File: config.mk
export PLATFORM = sky130hd
export DESIGN_NAME = ras_shadow_stack
export DESIGN_NICKNAME = d
export VERILOG_FILES = /design/src/rtl/ras_pkg.sv /design/src/rtl/ras_lifo.sv /design/src/rtl/ras_shadow_stack.sv
export SDC_FILE = /design/constraint.sdc
export NUM_CORES = 1
export LEC_CHECK = 0
export ABC_AREA = 1
export BUFFER_PORTS_ARGS = -buffer_cell sky130_fd_sc_hd__buf_2
export CORE_MARGIN = 3
export CORE_UTILIZATION = 50
export DETAILED_ROUTE_END_ITERATION = 8
export GPL_TIMING_DRIVEN = 0
export PLACE_DENSITY = 0.7
export SLEW_MARGIN = 20
export SYNTH_ARGS = -nofsm -noshare
export SYNTH_HDL_FRONTEND = slang
export SYNTH_SLANG_ARGS = --single-unit
File: constraint.sdc
create_clock -name clk -period 3.7 [get_ports clk]
set_clock_uncertainty 0.1 [all_clocks]
set_input_delay 0.37 -clock clk [delete_from_list [all_inputs] [get_ports clk]]
set_output_delay 0.37 -clock clk [all_outputs]
set_load 0.05 [all_outputs]
File: src/rtl/ras_pkg.sv
// rtl/ras_pkg.sv - shared types, link-register constants and helpers for the shadow return stack
package ras_pkg;

  typedef enum logic {
    IDLE  = 1'b0,
    CHECK = 1'b1
  } ras_state_t;

  localparam logic [4:0] RAS_LINK0 = 5'd1;
  localparam logic [4:0] RAS_LINK1 = 5'd5;

  // x1 (ra) and x5 (t0) are the ABI link registers
  function automatic logic is_link(input logic [4:0] r);
    return (r == RAS_LINK0) || (r == RAS_LINK1);
  endfunction

endpackage

File: src/rtl/ras_lifo.sv
// rtl/ras_lifo.sv - circular register-array LIFO with saturating count and top replace
module ras_lifo #(
  parameter int DEPTH = 16,
  parameter int AW    = 32,
  parameter int CW    = $clog2(DEPTH + 1)
) (
  input  logic          i_clk,
  input  logic          i_rst_n,
  input  logic          i_push,
  input  logic          i_pop,
  input  logic          i_replace,
  input  logic [AW-1:0] i_data,
  output logic [AW-1:0] o_top,
  output logic [CW-1:0] o_count
);

  localparam int PW = $clog2(DEPTH);
  localparam logic [PW-1:0] PTR_ONE = PW'(1);
  localparam logic [CW-1:0] CNT_ONE = CW'(1);
  localparam logic [CW-1:0] CNT_FULL = CW'(DEPTH);

  // r_ptr is the next free slot; the top entry sits one below it (mod DEPTH)
  logic [AW-1:0] r_mem [DEPTH];
  logic [PW-1:0] r_ptr;
  logic [CW-1:0] r_count;
  logic [PW-1:0] w_top_idx;

  assign w_top_idx = r_ptr - PTR_ONE;

  // Storage is deliberately not reset; count gates what is visible
  always_ff @(posedge i_clk) begin
    if (i_push) begin
      r_mem[r_ptr] <= i_data;
    end else if (i_replace) begin
      r_mem[w_top_idx] <= i_data;
    end
  end

  // Pointer and count: a push on a full stack wraps over the oldest entry and count saturates
  always_ff @(posedge i_clk or negedge i_rst_n) begin
    if (!i_rst_n) begin
      r_ptr   <= '0;
      r_count <= '0;
    end else if (i_push) begin
      r_ptr <= r_ptr + PTR_ONE;
      if (r_count != CNT_FULL) begin
        r_count <= r_count + CNT_ONE;
      end
    end else if (i_pop && (r_count != '0)) begin
      r_ptr   <= r_ptr - PTR_ONE;
      r_count <= r_count - CNT_ONE;
    end
  end

  assign o_top   = (r_count == '0) ? '0 : r_mem[w_top_idx];
  assign o_count = r_count;

endmodule

File: src/rtl/ras_shadow_stack.sv
// rtl/ras_shadow_stack.sv - shadow return-address stack checking jal/jalr call/return pairing
module ras_shadow_stack
  import ras_pkg::*;
#(
  parameter int DEPTH = 16,
  parameter int AW    = 32
) (
  input  logic                       clk,
  input  logic                       Rst,
  input  logic                       enable,
  input  logic                       id_fire,
  input  logic                       IF_ID_jal,
  input  logic                       IF_ID_jalr,
  input  logic [4:0]                 IF_ID_rd,
  input  logic [4:0]                 IF_ID_rs1,
  input  logic [AW-1:0]              IF_ID_pres_addr,
  input  logic [AW-1:0]              branoff,
  input  logic                       clr,
  output logic                       RAS_rdy,
  output logic                       ras_mismatch,
  output logic                       ras_underflow,
  output logic                       ras_irq,
  output logic [$clog2(DEPTH+1)-1:0] ras_count,
  output logic [AW-1:0]              ras_top
);

  localparam int CW = $clog2(DEPTH + 1);
  localparam logic [AW-1:0] LINK_OFS = AW'(4);

  ras_state_t    r_state;
  logic          r_rdy;
  logic          r_mismatch;
  logic          r_underflow;
  logic          r_irq;
  logic [AW-1:0] r_cmp_saved;
  logic [AW-1:0] r_cmp_target;

  logic          w_rd_link;
  logic          w_rs1_link;
  logic          w_evt;
  logic          w_push;
  logic          w_pop;
  logic          w_nonempty;
  logic          w_lifo_push;
  logic          w_lifo_pop;
  logic          w_lifo_replace;
  logic [AW-1:0] w_link_addr;
  logic [AW-1:0] w_top;
  logic [CW-1:0] w_count;

  // Events are only honoured while idle; in CHECK the core is stalled so none should arrive
  assign w_rd_link   = is_link(IF_ID_rd);
  assign w_rs1_link  = is_link(IF_ID_rs1);
  assign w_evt       = id_fire & enable & (r_state == IDLE);
  assign w_push      = w_evt & (IF_ID_jal | IF_ID_jalr) & w_rd_link;
  assign w_pop       = w_evt & IF_ID_jalr & w_rs1_link & ~(w_rd_link & (IF_ID_rd == IF_ID_rs1));
  assign w_nonempty  = (w_count != '0);
  assign w_link_addr = IF_ID_pres_addr + LINK_OFS;

  // A coroutine swap (pop then push) on a non-empty stack becomes an in-place top replace
  assign w_lifo_replace = w_pop & w_push & w_nonempty;
  assign w_lifo_pop     = w_pop & ~w_push & w_nonempty;
  assign w_lifo_push    = w_push & ~(w_pop & w_nonempty);

  ras_lifo #(
    .DEPTH (DEPTH),
    .AW    (AW),
    .CW    (CW)
  ) u_lifo (
    .i_clk     (clk),
    .i_rst_n   (Rst),
    .i_push    (w_lifo_push),
    .i_pop     (w_lifo_pop),
    .i_replace (w_lifo_replace),
    .i_data    (w_link_addr),
    .o_top     (w_top),
    .o_count   (w_count)
  );

  // Return-check FSM with registered ready, interrupt pulse and sticky flags; clr wins over a same-cycle set
  always_ff @(posedge clk or negedge Rst) begin
    if (!Rst) begin
      r_state      <= IDLE;
      r_rdy        <= 1'b1;
      r_mismatch   <= 1'b0;
      r_underflow  <= 1'b0;
      r_irq        <= 1'b0;
      r_cmp_saved  <= '0;
      r_cmp_target <= '0;
    end else begin
      r_irq <= 1'b0;
      case (r_state)
        IDLE: begin
          r_rdy <= 1'b1;
          if (w_pop) begin
            if (w_nonempty) begin
              r_cmp_saved  <= w_top;
              r_cmp_target <= branoff;
              r_state      <= CHECK;
              r_rdy        <= 1'b0;
            end else begin
              r_underflow <= 1'b1;
            end
          end
        end
        CHECK: begin
          r_state <= IDLE;
          r_rdy   <= 1'b1;
          if (r_cmp_saved != r_cmp_target) begin
            r_mismatch <= 1'b1;
            r_irq      <= 1'b1;
          end
        end
        default: begin
          r_state <= IDLE;
          r_rdy   <= 1'b1;
        end
      endcase
      if (clr) begin
        r_mismatch  <= 1'b0;
        r_underflow <= 1'b0;
      end
    end
  end

  assign RAS_rdy       = r_rdy;
  assign ras_mismatch  = r_mismatch;
  assign ras_underflow = r_underflow;
  assign ras_irq       = r_irq;
  assign ras_count     = w_count;
  assign ras_top       = w_top;

endmodule

==> impl_metrics.env <==
export IMPL_outcome="complete, no violations"
export IMPL_grt_pass1_wl_mm=106.0
export IMPL_synth_cell_area_sq_um=24990
export IMPL_ys_ff_latch=590
export IMPL_insertion_delay_ns=0.61
export IMPL_maxSlewHeadroom_pct=26.08
export IMPL_path_class="flop to primary output"
export IMPL_slowest_stage="dfrtp_1"
export IMPL_port_buffers=121
export IMPL_clk_path_buf_depth=3
export IMPL_numCtsBuffers=58
export IMPL_drt_iter0_drc=1998
export IMPL_cts_max_level=2
export IMPL_worstPathCellList="buf_12 > inv_8 > ha_4 > buf_6 > clkinv_4 > buf_8 > buf_6 > a21oi_1 > a22oi_1 > nand2_1 > nand3_1 > nand3_2 > inv_1 > buf_4"
export IMPL_synthCells=2179
export IMPL_min_period_ns=3.628
export IMPL_maxClockFrequency_ghz=0.2756
export IMPL_layout_nets=2502
export IMPL_grt_max_degree=60
export IMPL_timing_final_hold_violations=0
export IMPL_final_layout_size_suffix_gt1_share_pct=18.02
export IMPL_mostFrequentLayoutCells="nand2_1, edfxtp_1, a21oi_1"
export IMPL_slowest_delay_ns=0.43
export IMPL_path_max_fanout=25
export IMPL_track_usage_pct=26.53
export IMPL_start_kind="flop"
export IMPL_yosysWarnings=0
export IMPL_rsz0062_at_grt="yes"
export IMPL_ant_nets=0
export IMPL_path_buf_inv=8
export IMPL_rows=81
export IMPL_wl_mm=70.63
export IMPL_core_area_sq_um=49150
export IMPL_hpwlAfterDp_mm=47.98
export IMPL_vias=18000
export IMPL_overflow=0
export IMPL_fin_setup_tns_ns=0
export IMPL_antenna_found_initial=0
export IMPL_num_io_pins=122
export IMPL_hp_class="input port to flop"
export IMPL_arrival_ns=3.16
export IMPL_drtPass1Iterations=6
export IMPL_start_util_pct=50.85
export IMPL_clockRootBuffer="clkbuf_16"
export IMPL_max_vdd_ir_drop_mv=0.7444
export IMPL_seq_area_frac_synth_pct=69.33
export IMPL_ys_types=40
export IMPL_synth_ff_type="edfxtp_1"
export IMPL_routabilityCongestion=0.8795
export IMPL_p_leak_uw=0.01163
export IMPL_drc=0
export IMPL_end_kind="primary output"
export IMPL_synth_edff_count=512
export IMPL_cts_tree="done"
export IMPL_synth_nets=2268
export IMPL_worst_pin_slew_ns=1.105
export IMPL_avgRoutedWirePerCell_um=22.62
export IMPL_fp_dieArea_sq_um=52700
export IMPL_async_flop_share_pct=13.22
export IMPL_synth_avg_cell_area_sq_um=11.47
export IMPL_final_common_cell="nand2_1"
export IMPL_maxSlewViolCount=0
export IMPL_clock_sinks=590
export IMPL_die_w_um=229.6
export IMPL_setup_viol=0
export IMPL_period_share_pct=98.06
export IMPL_cp_common_cell="buf_6"
export IMPL_cp_top_family="buffers and inverters"
export IMPL_p_total_uw=25170
export IMPL_grt_pass1_vias=17940
export IMPL_areaGrowthSynthToFinish_pct=19.36
export IMPL_antenna_cells=0
export IMPL_clkTransAtPathRegs_ns=0.06
export IMPL_die_h_um=229.6
export IMPL_p_per_area_nw_per_um2=843.6
export IMPL_avgViaCountPerCell=5.763
export IMPL_crit_required_ns=3.23
export IMPL_drv_cap=0
through the flow:
| stage | utilization (%) | setup slack, ns | cell area [sq um] | hold slack (ns) | std cells |
|---|---|---|---|---|---|
| floorplan | - | -0.1446 | 25000 | -0.02559 | 2179 |
| global placement | 53.79 | -2.375 | 26440 | 0.3766 | 2964 |
| detailed placement | 54.95 | -0.5475 | 27010 | 0.1696 | 2981 |
| CTS | 60.45 | 0.02995 | 29710 | 0.03839 | 3123 |
| global route | 60.69 | -0.03876 | 29830 | 0.06518 | 3123 |
| finish | 60.69 | 0.07189 | 29830 | 0.06168 | 3123 |
kinds of logic after synthesis:
logic type | share of synthesized area, %
adders and majority gates | 0.4305
and+or+nand+nor | 14.10
AOI/OAI and AO/OA | 9.937
xor gates and xnor gates | 2.278
buffers and inverters | 3.925
DFF | 69.33
repair_timing:
action,CTS,global route
setup endpoints to repair,544,47
gates resized for setup,151,4
pin swaps,2,0
hold buffers,34,0
buffers inserted,3,0
endpoints found under the hold margin,111,0
cloned,1,0
routing by layer:
layer / GRT usage [%] / wire (um) / up-vias
li1: - / - / 8101
met1: 34.34 / 26960 / 8755
met2: 42.81 / 33430 / 955
met3: 6.020 / 7132 / 187
met4: 12.39 / 3114 / 0
met5: 0 / 0 / -
sequential cells by signal, summed over array words and instances (netlist names):
name	cells
ras_underflow	1
r_cmp_target	32
r_state	1
r_cmp_saved	32
ras_mismatch	1
ras_irq	1
u_lifo.r_ptr	4
u_lifo.o_count	5
u_lifo.r_mem	512
RAS_rdy	1
cell type report:
type	instances	area, sq um
buffer	119	809.5
clock buffer	72	1545
tap	664	830.8
fill	3763	19320
inverter	86	335.3
multi-input combinational	1382	7148
timing repair buffer	176	1521
clock inverter	34	314.1
sequential	590	17330
path summary, 6_finish.rpt:
check                                 endpoint               start  slack, ns  cells after the start
max reg2reg                u_lifo.r_mem[5][18]     u_lifo.r_ptr[0]       0.19                     11
min                         u_lifo.r_mem[0][1]  IF_ID_pres_addr[1]       0.06                      1
min reg2reg                   r_cmp_target[14]    r_cmp_target[14]       0.40                      2
max                                 ras_top[6]     u_lifo.r_ptr[0]       0.07                     14
min in group asynchronous      r_cmp_target[7]                 Rst       0.08                      2
max in group asynchronous              RAS_rdy                 Rst       2.80                      3
cells in the mapped netlist, types with 34 or more instances:
| cell type | instances | area share (%) |
|---|---|---|
| xor2_1 | 36 | 1.3 |
| a22oi_1 | 65 | 2.0 |
| nor2_1 | 60 | 0.90 |
| o21ai_0 | 69 | 1.4 |
| dfrtp_1 | 77 | 7.7 |
| buf_2 | 68 | 1.4 |
| edfxtp_1 | 512 | 62 |
| o21ai_1 | 34 | 0.68 |
| nand2_1 | 653 | 9.8 |
| a21oi_1 | 290 | 5.8 |
| nand3_1 | 94 | 1.9 |
| inv_1 | 74 | 1.1 |
power breakdown:
| part | internal [uW] | switching [uW] | leakage (uW) |
|---|---|---|---|
| sequential | 7460 | 180 | 0.00562 |
| combinational | 3470 | 8220 | 0.00509 |
| clock | 3360 | 2470 | 0.000917 |
| total | 14300 | 10900 | 0.0116 |
No activity file was read; power rests on OpenSTA's default activity.
